## src/rtl/alu_pkg.sv

```systemverilog
// Shared definitions for the ALU issue stage: op codes, default widths and
// the helper that decides whether an op produces a register write.
package alu_pkg;

    localparam int DEF_DATA_W = 16;
    localparam int DEF_REG_AW = 4;

    localparam logic [2:0] OP_AND   = 3'd0;
    localparam logic [2:0] OP_OR    = 3'd1;
    localparam logic [2:0] OP_ADD   = 3'd2;
    localparam logic [2:0] OP_SUB   = 3'd3;
    localparam logic [2:0] OP_SHIFT = 3'd4;
    localparam logic [2:0] OP_SLT   = 3'd5;
    localparam logic [2:0] OP_NOP   = 3'd7;

    // Only the arithmetic/logic ops 0..4 deliver a result to the register file;
    // slt delivers a flag instead and 6/7 deliver nothing.
    function automatic logic writes_reg(input logic [2:0] op);
        return (op <= OP_SHIFT);
    endfunction

endpackage

```

## src/rtl/alu_fwd_match.sv

```systemverilog
// Hazard compare for one source operand against the instruction in the issue
// register (distance 1) and the one in the writeback tag (distance 2).
// Distance 1 wins when both match, since it holds the younger value.
module alu_fwd_match
    import alu_pkg::*;
#(
    parameter int REG_AW = DEF_REG_AW
)
(
    input  logic [REG_AW-1:0] src,
    input  logic              src_used,
    input  logic              iss_valid,
    input  logic              iss_wr,
    input  logic [REG_AW-1:0] iss_dst,
    input  logic              wb_valid,
    input  logic [REG_AW-1:0] wb_dst,
    output logic              sel_alu_issue,
    output logic              sel_alu_wb,
    output logic              stall
);

    logic hit_issue;
    logic hit_wb;

    // iss_wr is already cleared for slt and NOP, so those never match
    assign hit_issue     = src_used & iss_valid & iss_wr & (src == iss_dst);
    assign hit_wb        = src_used & wb_valid & (src == wb_dst);
    assign sel_alu_issue = hit_issue;
    assign sel_alu_wb    = hit_wb & ~hit_issue;
    assign stall         = hit_issue | hit_wb;

endmodule

```

## src/rtl/alu_issue_stage.sv

```systemverilog
// Operand/issue stage in front of the registered 16-bit ALU. Accepts one
// decoded instruction per cycle, drives the ALU operands and tags the ALU
// result into a writeback bundle one cycle after the ALU samples it.
// Build option ALU_ISSUE_FWD_EN: when defined, RAW hazards against the two
// youngest in-flight results are forwarded from alu_R; when undefined the
// stage stalls the dependent instruction until the register file is current.
module alu_issue_stage
    import alu_pkg::*;
#(
    parameter int DATA_W = DEF_DATA_W,
    parameter int REG_AW = DEF_REG_AW,
    parameter int IMM_W  = 8
)
(
    input  logic              clk,
    input  logic              rst_n,
    input  logic              in_valid,
    output logic              in_ready,
    input  logic [2:0]        in_op,
    input  logic [DATA_W-1:0] in_a,
    input  logic [DATA_W-1:0] in_b,
    input  logic [IMM_W-1:0]  in_imm,
    input  logic              in_imm_sel,
    input  logic [REG_AW-1:0] in_src_a,
    input  logic [REG_AW-1:0] in_src_b,
    input  logic [REG_AW-1:0] in_dst,
    input  logic              in_wr_en,
    input  logic              hold,
    output logic [DATA_W-1:0] alu_A,
    output logic [DATA_W-1:0] alu_B,
    output logic [2:0]        alu_op,
    input  logic [DATA_W-1:0] alu_R,
    input  logic              alu_AltB,
    output logic              wb_valid,
    output logic [REG_AW-1:0] wb_dst,
    output logic [DATA_W-1:0] wb_data,
    output logic              flag_valid,
    output logic              flag
);

    function automatic logic signed [DATA_W-1:0] sext_imm(input logic [IMM_W-1:0] imm);
        return {{(DATA_W-IMM_W){imm[IMM_W-1]}}, imm};
    endfunction

    logic                     core_ready;
    logic                     accept;
    logic                     hazard_stall;
    logic signed [DATA_W-1:0] imm_ext;
    logic signed [DATA_W-1:0] a_next;
    logic signed [DATA_W-1:0] b_next;

    logic                     a_sel_iss, a_sel_wb, a_stall;
    logic                     b_sel_iss, b_sel_wb, b_stall;

    logic                     vld_p0;
    logic [2:0]               op_p0;
    logic signed [DATA_W-1:0] a_p0;
    logic signed [DATA_W-1:0] b_p0;
    logic [REG_AW-1:0]        dst_p0;
    logic                     wr_p0;

    logic                     wb_vld_p1;
    logic                     flag_vld_p1;
    logic [REG_AW-1:0]        wb_dst_p1;

    // Reset is kept out of accept so it only acts through the async clear
    assign core_ready = ~hold & ~hazard_stall;
    assign in_ready   = rst_n & core_ready;
    assign accept     = in_valid & core_ready;
    assign imm_ext    = sext_imm(in_imm);

    alu_fwd_match #(.REG_AW(REG_AW)) u_match_a (
        .src           (in_src_a),
        .src_used      (1'b1),
        .iss_valid     (vld_p0),
        .iss_wr        (wr_p0),
        .iss_dst       (dst_p0),
        .wb_valid      (wb_vld_p1),
        .wb_dst        (wb_dst_p1),
        .sel_alu_issue (a_sel_iss),
        .sel_alu_wb    (a_sel_wb),
        .stall         (a_stall)
    );

    // An immediate B has no source register, so it can never hazard
    alu_fwd_match #(.REG_AW(REG_AW)) u_match_b (
        .src           (in_src_b),
        .src_used      (~in_imm_sel),
        .iss_valid     (vld_p0),
        .iss_wr        (wr_p0),
        .iss_dst       (dst_p0),
        .wb_valid      (wb_vld_p1),
        .wb_dst        (wb_dst_p1),
        .sel_alu_issue (b_sel_iss),
        .sel_alu_wb    (b_sel_wb),
        .stall         (b_stall)
    );

`ifdef ALU_ISSUE_FWD_EN
    logic fwd_a_p0;
    logic fwd_b_p0;
    logic unused_stall;

    assign hazard_stall = 1'b0;
    assign unused_stall = a_stall | b_stall;
    // Distance 2: producer is in writeback now, so alu_R is its result
    assign a_next = a_sel_wb ? alu_R : in_a;
    assign b_next = in_imm_sel ? imm_ext : (b_sel_wb ? alu_R : in_b);

    // Distance 1: producer is sampled by the ALU at this accept, so its
    // result only appears on alu_R during the consumer's issue cycle
    always_ff @(posedge clk or negedge rst_n) begin
        if (!rst_n) begin
            fwd_a_p0 <= 1'b0;
            fwd_b_p0 <= 1'b0;
        end else if (accept) begin
            fwd_a_p0 <= a_sel_iss;
            fwd_b_p0 <= b_sel_iss;
        end else begin
            fwd_a_p0 <= 1'b0;
            fwd_b_p0 <= 1'b0;
        end
    end

    assign alu_A = fwd_a_p0 ? alu_R : a_p0;
    assign alu_B = fwd_b_p0 ? alu_R : b_p0;
`else
    logic unused_sel;

    assign hazard_stall = a_stall | b_stall;
    assign unused_sel   = a_sel_iss | a_sel_wb | b_sel_iss | b_sel_wb;
    assign a_next       = in_a;
    assign b_next       = in_imm_sel ? imm_ext : in_b;
    assign alu_A        = a_p0;
    assign alu_B        = b_p0;
`endif

    // ---- p0: issue register, drives the ALU for one cycle ----
    // Latch an accepted instruction; otherwise issue a NOP so the ALU holds
    always_ff @(posedge clk or negedge rst_n) begin
        if (!rst_n) begin
            vld_p0 <= 1'b0;
            op_p0  <= OP_NOP;
            a_p0   <= '0;
            b_p0   <= '0;
            dst_p0 <= '0;
            wr_p0  <= 1'b0;
        end else if (accept) begin
            vld_p0 <= 1'b1;
            op_p0  <= (in_op > OP_SLT) ? OP_NOP : in_op;
            a_p0   <= a_next;
            b_p0   <= b_next;
            dst_p0 <= in_dst;
            wr_p0  <= in_wr_en & writes_reg(in_op);
        end else begin
            vld_p0 <= 1'b0;
            op_p0  <= OP_NOP;
            wr_p0  <= 1'b0;
        end
    end

    // ---- p1: writeback tag, aligned with the ALU's registered result ----
    // Tag the instruction the ALU is sampling this edge
    always_ff @(posedge clk or negedge rst_n) begin
        if (!rst_n) begin
            wb_vld_p1   <= 1'b0;
            flag_vld_p1 <= 1'b0;
            wb_dst_p1   <= '0;
        end else begin
            wb_vld_p1   <= vld_p0 & wr_p0;
            flag_vld_p1 <= vld_p0 & (op_p0 == OP_SLT);
            wb_dst_p1   <= dst_p0;
        end
    end

    assign alu_op     = op_p0;
    assign wb_valid   = wb_vld_p1;
    assign wb_dst     = wb_dst_p1;
    assign wb_data    = alu_R;
    assign flag_valid = flag_vld_p1;
    assign flag       = alu_AltB;

endmodule

```

## config.mk

```make
export PLATFORM = sky130hd
export DESIGN_NAME = alu_issue_stage
export DESIGN_NICKNAME = d
export VERILOG_FILES = /design/src/rtl/alu_pkg.sv /design/src/rtl/alu_fwd_match.sv /design/src/rtl/alu_issue_stage.sv
export SDC_FILE = /design/constraint.sdc
export NUM_CORES = 1
export LEC_CHECK = 0
export ABC_AREA = 1
export BUFFER_PORTS_ARGS = -buffer_cell sky130_fd_sc_hd__buf_2
export CORE_MARGIN = 8
export CORE_UTILIZATION = 30
export CTS_CLUSTER_DIAMETER = 50
export CTS_CLUSTER_SIZE = 24
export DETAILED_ROUTE_END_ITERATION = 8
export HOLD_SLACK_MARGIN = 0.08
export SLEW_MARGIN = 20
export SYNTH_ARGS = -nofsm -noshare
export SYNTH_HDL_FRONTEND = slang
export SYNTH_SLANG_ARGS = --single-unit
```

## constraint.sdc

```tcl
create_clock -name clk -period 2.1 [get_ports clk]
set_clock_uncertainty 0.15 [all_clocks]
set_input_delay 0.315 -clock clk [delete_from_list [all_inputs] [get_ports clk]]
set_output_delay 0.315 -clock clk [all_outputs]
set_load 0.02 [all_outputs]
```

=== Yosys cells after proc, flatten, opt, wreduce, memory -nomap -nowiden ===
Index checks and enable logic that the tools add are counted.

* Output and inout bits: 59
* Bits of input ports: 78
* Flip-flop bits (word level): 47
* Word-level logic and storage cells: 40

* Equality and inequality tests: 5
* $lt $le $gt $ge: 2
* Bitwise logic cells: 19
* Multiplexer cells: 5

{| class="wikitable"
|+ Operator list
! kind !! count
|-
| 4-bit == test || 4
|-
| 16-bit two-way mux || 1
|-
| 1-bit bitwise AND || 13
|-
| 3-bit two-way mux || 2
|-
| 3-bit == test, second input constant || 1
|-
| 3-bit greater-than comparator, second input constant || 1
|-
| 3-bit <= comparator, second input constant || 1
|-
| 1-bit NOT || 3
|-
| 1-bit OR || 3
|-
| 1-bit two-way mux || 2
|}

=== Longest topological paths before layout ===
* Depth after elaboration: 10
* Mapped depth: 12
* Gate-level depth less buffers: 10

=== Modules after synthesis ===
Synthesis repeated with hierarchy kept, for this count alone.

* Cells, all modules: 326
* Area total of the unflattened synthesis: 2457.4 µm²

{| class="wikitable"
|+ Modules (own cells, without submodules)
! module !! cells an instance !! seq. area each (µm²) !! area each (µm²) !! instances
|-
| alu_issue_stage || 248 || 1179.9 || 2122.0 || 1
|-
| alu_fwd_match || 39 || 0.0 || 167.7 || 2
|}

=== Worst setup path after synthesis ===
OpenSTA, ideal clock, no wires.

* Path kind: reg-to-output
* From: register wb_dst_p1[1], in the netlist wb_dst[1]
* To: output in_ready
* Data arrival time: 1.342 ns
* Required time: 1.635 ns
* Slack: 0.293 ns
* Stages on the path, launching flop included: 9
* Path buffers: 1
* Cell sequence: dfrtp_1 > inv_1 > nand2_1 > nand2_1 > nand3_1 > nor2_1 > nor2_2 > buf_2 > and3_1

* Longest elaborated chain between the ends: 7
* Elaborated cells between the ends (all ways): 10
* Classes of those cells: eq/ne (2); bitwise (8)

{| class="wikitable"
|+ RTL lines
! item !! RTL line !! source
|-
| from (decl) || alu_issue_stage.sv:64 || <nowiki>logic [REG_AW-1:0] wb_dst_p1;</nowiki>
|-
| from (signal assigned) || alu_issue_stage.sv:172 || <nowiki>wb_dst_p1 <= dst_p0;</nowiki>
|-
| 4-bit == test || alu_fwd_match.sv:27 || <nowiki>assign hit_wb = src_used & wb_valid & (src == wb_dst);</nowiki>
|-
| 1-bit bitwise AND || alu_fwd_match.sv:27 ||
|-
| 1-bit OR || alu_fwd_match.sv:30 || <nowiki>assign stall = hit_issue | hit_wb;</nowiki>
|-
| 1-bit OR * || alu_issue_stage.sv:130 || <nowiki>assign hazard_stall = a_stall | b_stall;</nowiki>
|-
| 1-bit NOT * || alu_issue_stage.sv:67 || <nowiki>assign core_ready = ~hold & ~hazard_stall;</nowiki>
|-
| 1-bit bitwise AND * || alu_issue_stage.sv:67 ||
|-
| 1-bit bitwise AND * || alu_issue_stage.sv:68 || <nowiki>assign in_ready = rst_n & core_ready;</nowiki>
|-
| to (decl) || alu_issue_stage.sv:18 || <nowiki>output logic in_ready,</nowiki>
|}

Every way passes the cells marked *; elsewhere a longest branch is shown, timed or not.

=== Worst setup path in the final report ===
* From: register dst_p0[1]
* To: output in_ready

* Longest elaborated chain between the ends: 7
* Elaborated cells between the ends (all ways): 10
* Classes of those cells: eq/ne (2); bitwise (8)

{| class="wikitable"
|+ RTL lines
! item !! RTL line !! source
|-
| from (decl) || alu_issue_stage.sv:59 || <nowiki>logic [REG_AW-1:0] dst_p0;</nowiki>
|-
| from (signal assigned) || alu_issue_stage.sv:153 || <nowiki>dst_p0 <= in_dst;</nowiki>
|-
| 4-bit == test || alu_fwd_match.sv:26 || <nowiki>assign hit_issue = src_used & iss_valid & iss_wr & (src == iss_dst);</nowiki>
|-
| 1-bit bitwise AND || alu_fwd_match.sv:26 ||
|-
| 1-bit OR || alu_fwd_match.sv:30 ||
|-
| 1-bit OR * || alu_issue_stage.sv:130 ||
|-
| 1-bit NOT * || alu_issue_stage.sv:67 ||
|-
| 1-bit bitwise AND * || alu_issue_stage.sv:67 ||
|-
| 1-bit bitwise AND * || alu_issue_stage.sv:68 ||
|}

Marked as above.

==> run metrics <==
share of Yosys cell area claimed by the top area cell type=0.450; CTS root buffer=clkbuf_8; clk buf depth=2; min Tclk post-route=2.03 ns; area of the mapped netlist=2450 um^2; Sum Neg Setup Slack=0 ns; most numerous cell in the Yosys netlist=nand2_1; Leak=1.81 nW; crit share post-route=0.965; initial antenna violation count=0; Post-synth EDFFs=0; max-slew violation count=0; top post-synthesis cells by area=dfrtp_1, nand2_1, nand4_1; part of the Yosys area used for sequential elements=0.482; Main synth FF type=dfrtp_1; dpl cells=498; RSZ-0062 raised after global routing=no; reg2reg start=wb_dst[0]$_DFF_PN0_; fmax=494 MHz; H-Tree Depth=2; nets@finish=484; Die X=106 um; DRC=0; Critical path origin=dst_p0[1]$_DFFE_PN0P_; Final GP Congestion=0.869; synthesized netlist cell count=316; CORE AREA=8050 um^2; site row count=33; Synth cell types=24; Routed Antenna Nets=0; Worst-Margin Slew=0.615 ns; Critical Path Fanout Max=6; final number of setup-violating endpoints=0; VDD IR max=0.338 mV; PD cells=738 nW/um^2; # Max-Cap Violations=0; status=finished clean; first-pass GRT wire length=12,000 um; Register-to-Register Path Depth=7; WL per Instance=14.1 um; Slew Limit Headroom=0.590; GR Util All Layers=0.128; total CTS buffers=5; vias post-DR=2,355; First DRT Iteration DRCs=93; Crit. End Element=output port; CP Class=reg2out; average size of a mapped cell=7.74 um^2; leading area contributor after synthesis=dfrtp_1; post-route insts no fill=512; post-synth net total=394; Syn. warnings=0; fraction of registers with async set or reset after synthesis=1.00; Detail Placement HPWL=5380 um; Hold Vio Cnt, Final=0; initial core utilization=0.304; register-to-register setup slack=0.21 ns; Detailed Routing Iterations Pass 1=4; vias in the first global route=2,435; IO Count=137; Skew-Pair Late Insertion Delay=0.29 ns; crit path DAT=1.56 ns; dpl ws=0.241 ns; Clock Sinks=47; Die Footprint=11,300 um^2; Total Routed Length=7200 um; Synth-to-Final Area Change=29.2%; min-delay src=in_op[0]; vias per std cell=4.60; CTS tree=yes; most frequent cells after synthesis=nand2_1, dfrtp_1, nand4_1; fin worst setup slack=0.0742 ns; largest net degree at the start of global routing=48; WP data required=1.63 ns; Clock transition at path regs=0.09 ns; gr ovfl total=0; Worst Hold Class=in2reg; synthesized flop and latch total=47; Die Span Y=106 um; n_diodes=0; IO Port Bufs=102; hold path cells=3; Setup crit start kind=flip-flop; layout cells sized above 1=0.354
-- timing repair --
item / CTS / global route
resized for setup: 1 / 20
hold buffers: 4 / 0
setup buffers: 2 / 0
setup endpoints to repair: 1 / 1
pin swaps: 2 / 4
endpoints found under the hold margin: 47 / 0
-- cells by family after synthesis --
kind of cell | count (synthesis) | share of synthesized area
AOI/OAI and AO/OA | 5 | 0.0133
xor gates and xnor gates | 2 | 0.00716
buffers and inverters | 54 | 0.130
DFF | 47 | 0.482
and+or+nand+nor | 208 | 0.368
-- routing by layer --
layer,vias up,track usage,share of wire
met5,-,0,0
met4,0,0.0332,0.0096
met3,6,0.0387,0.065
met2,77,0.220,0.49
met1,1104,0.152,0.44
li1,1168,-,-
-- per-stage QoR --
| stage | cell area [um^2] | power (mW) | hold slack (ns) | util |
|---|---|---|---|---|
| floorplan | 2450 | 1.46 | -0.131 | - |
| global placement | 2930 | 1.65 | 0.303 | 0.363 |
| detailed placement | 2930 | 1.65 | 0.305 | 0.363 |
| CTS | 3100 | 2.36 | 0.0812 | 0.385 |
| global route | 3160 | 2.48 | 0.0985 | 0.393 |
| finish | 3160 | 2.33 | 0.0851 | 0.393 |
-- sequential cells by signal, summed over array words and instances (netlist names) --
name / count
alu_op: 3
alu_A: 16
dst_p0: 4
vld_p0: 1
wb_dst: 4
flag_valid: 1
wr_p0: 1
alu_B: 16
wb_valid: 1
-- critical path, cell delays in order (launching register included) --
cell	delay, ns
dfrtp_2	0.45
or2_0	0.23
nand3_1	0.10
nor2_2	0.06
nor2_4	0.14
and3_4	0.19
buf_6	0.11
-- layout by cell type (no fill, tap or decap), types with 3 or more instances in the layout --
cell	count
nand2_1	147
buf_2	101
dfrtp_1	41
nand4_1	36
inv_1	16
buf_4	12
nor2_1	9
clkbuf_8	6
nor2_4	4
dlygate4sd3_1	4
nand3_2	3
dfstp_2	3
dfrtp_2	3
-- where the power goes --
| part | leakage [nW] | total (mW) | switching, mW | internal (mW) |
|---|---|---|---|---|
| logic | 1.17 | 0.563 | 0.355 | 0.208 |
| registers | 0.581 | 1.09 | 0.0757 | 1.01 |
| clock network | 0.0612 | 0.682 | 0.296 | 0.385 |
| total | 1.81 | 2.33 | 0.727 | 1.61 |
-- cell type report --
class,count,area (um^2)
Sequential cell,47,1180
Clock buffer,6,82.6
Fill cell,865,4890
Clock inverter,2,35.0
Multi-Input combinational cell,215,1010
Tap cell,105,131
Inverter,19,73.8
Timing Repair Buffer,118,647
-- worst paths after layout --
check	end
setup / recovery	in_ready
hold / removal	alu_op[0]$_DFF_PN1_
setup reg to reg	alu_A[10]$_DFFE_PN0P_
hold reg to reg	wb_dst[1]$_DFF_PN0_
max in group asynchronous	dst_p0[0]$_DFFE_PN0P_
min in group asynchronous	alu_A[1]$_DFFE_PN0P_
No activity file was read; power rests on OpenSTA's default activity.
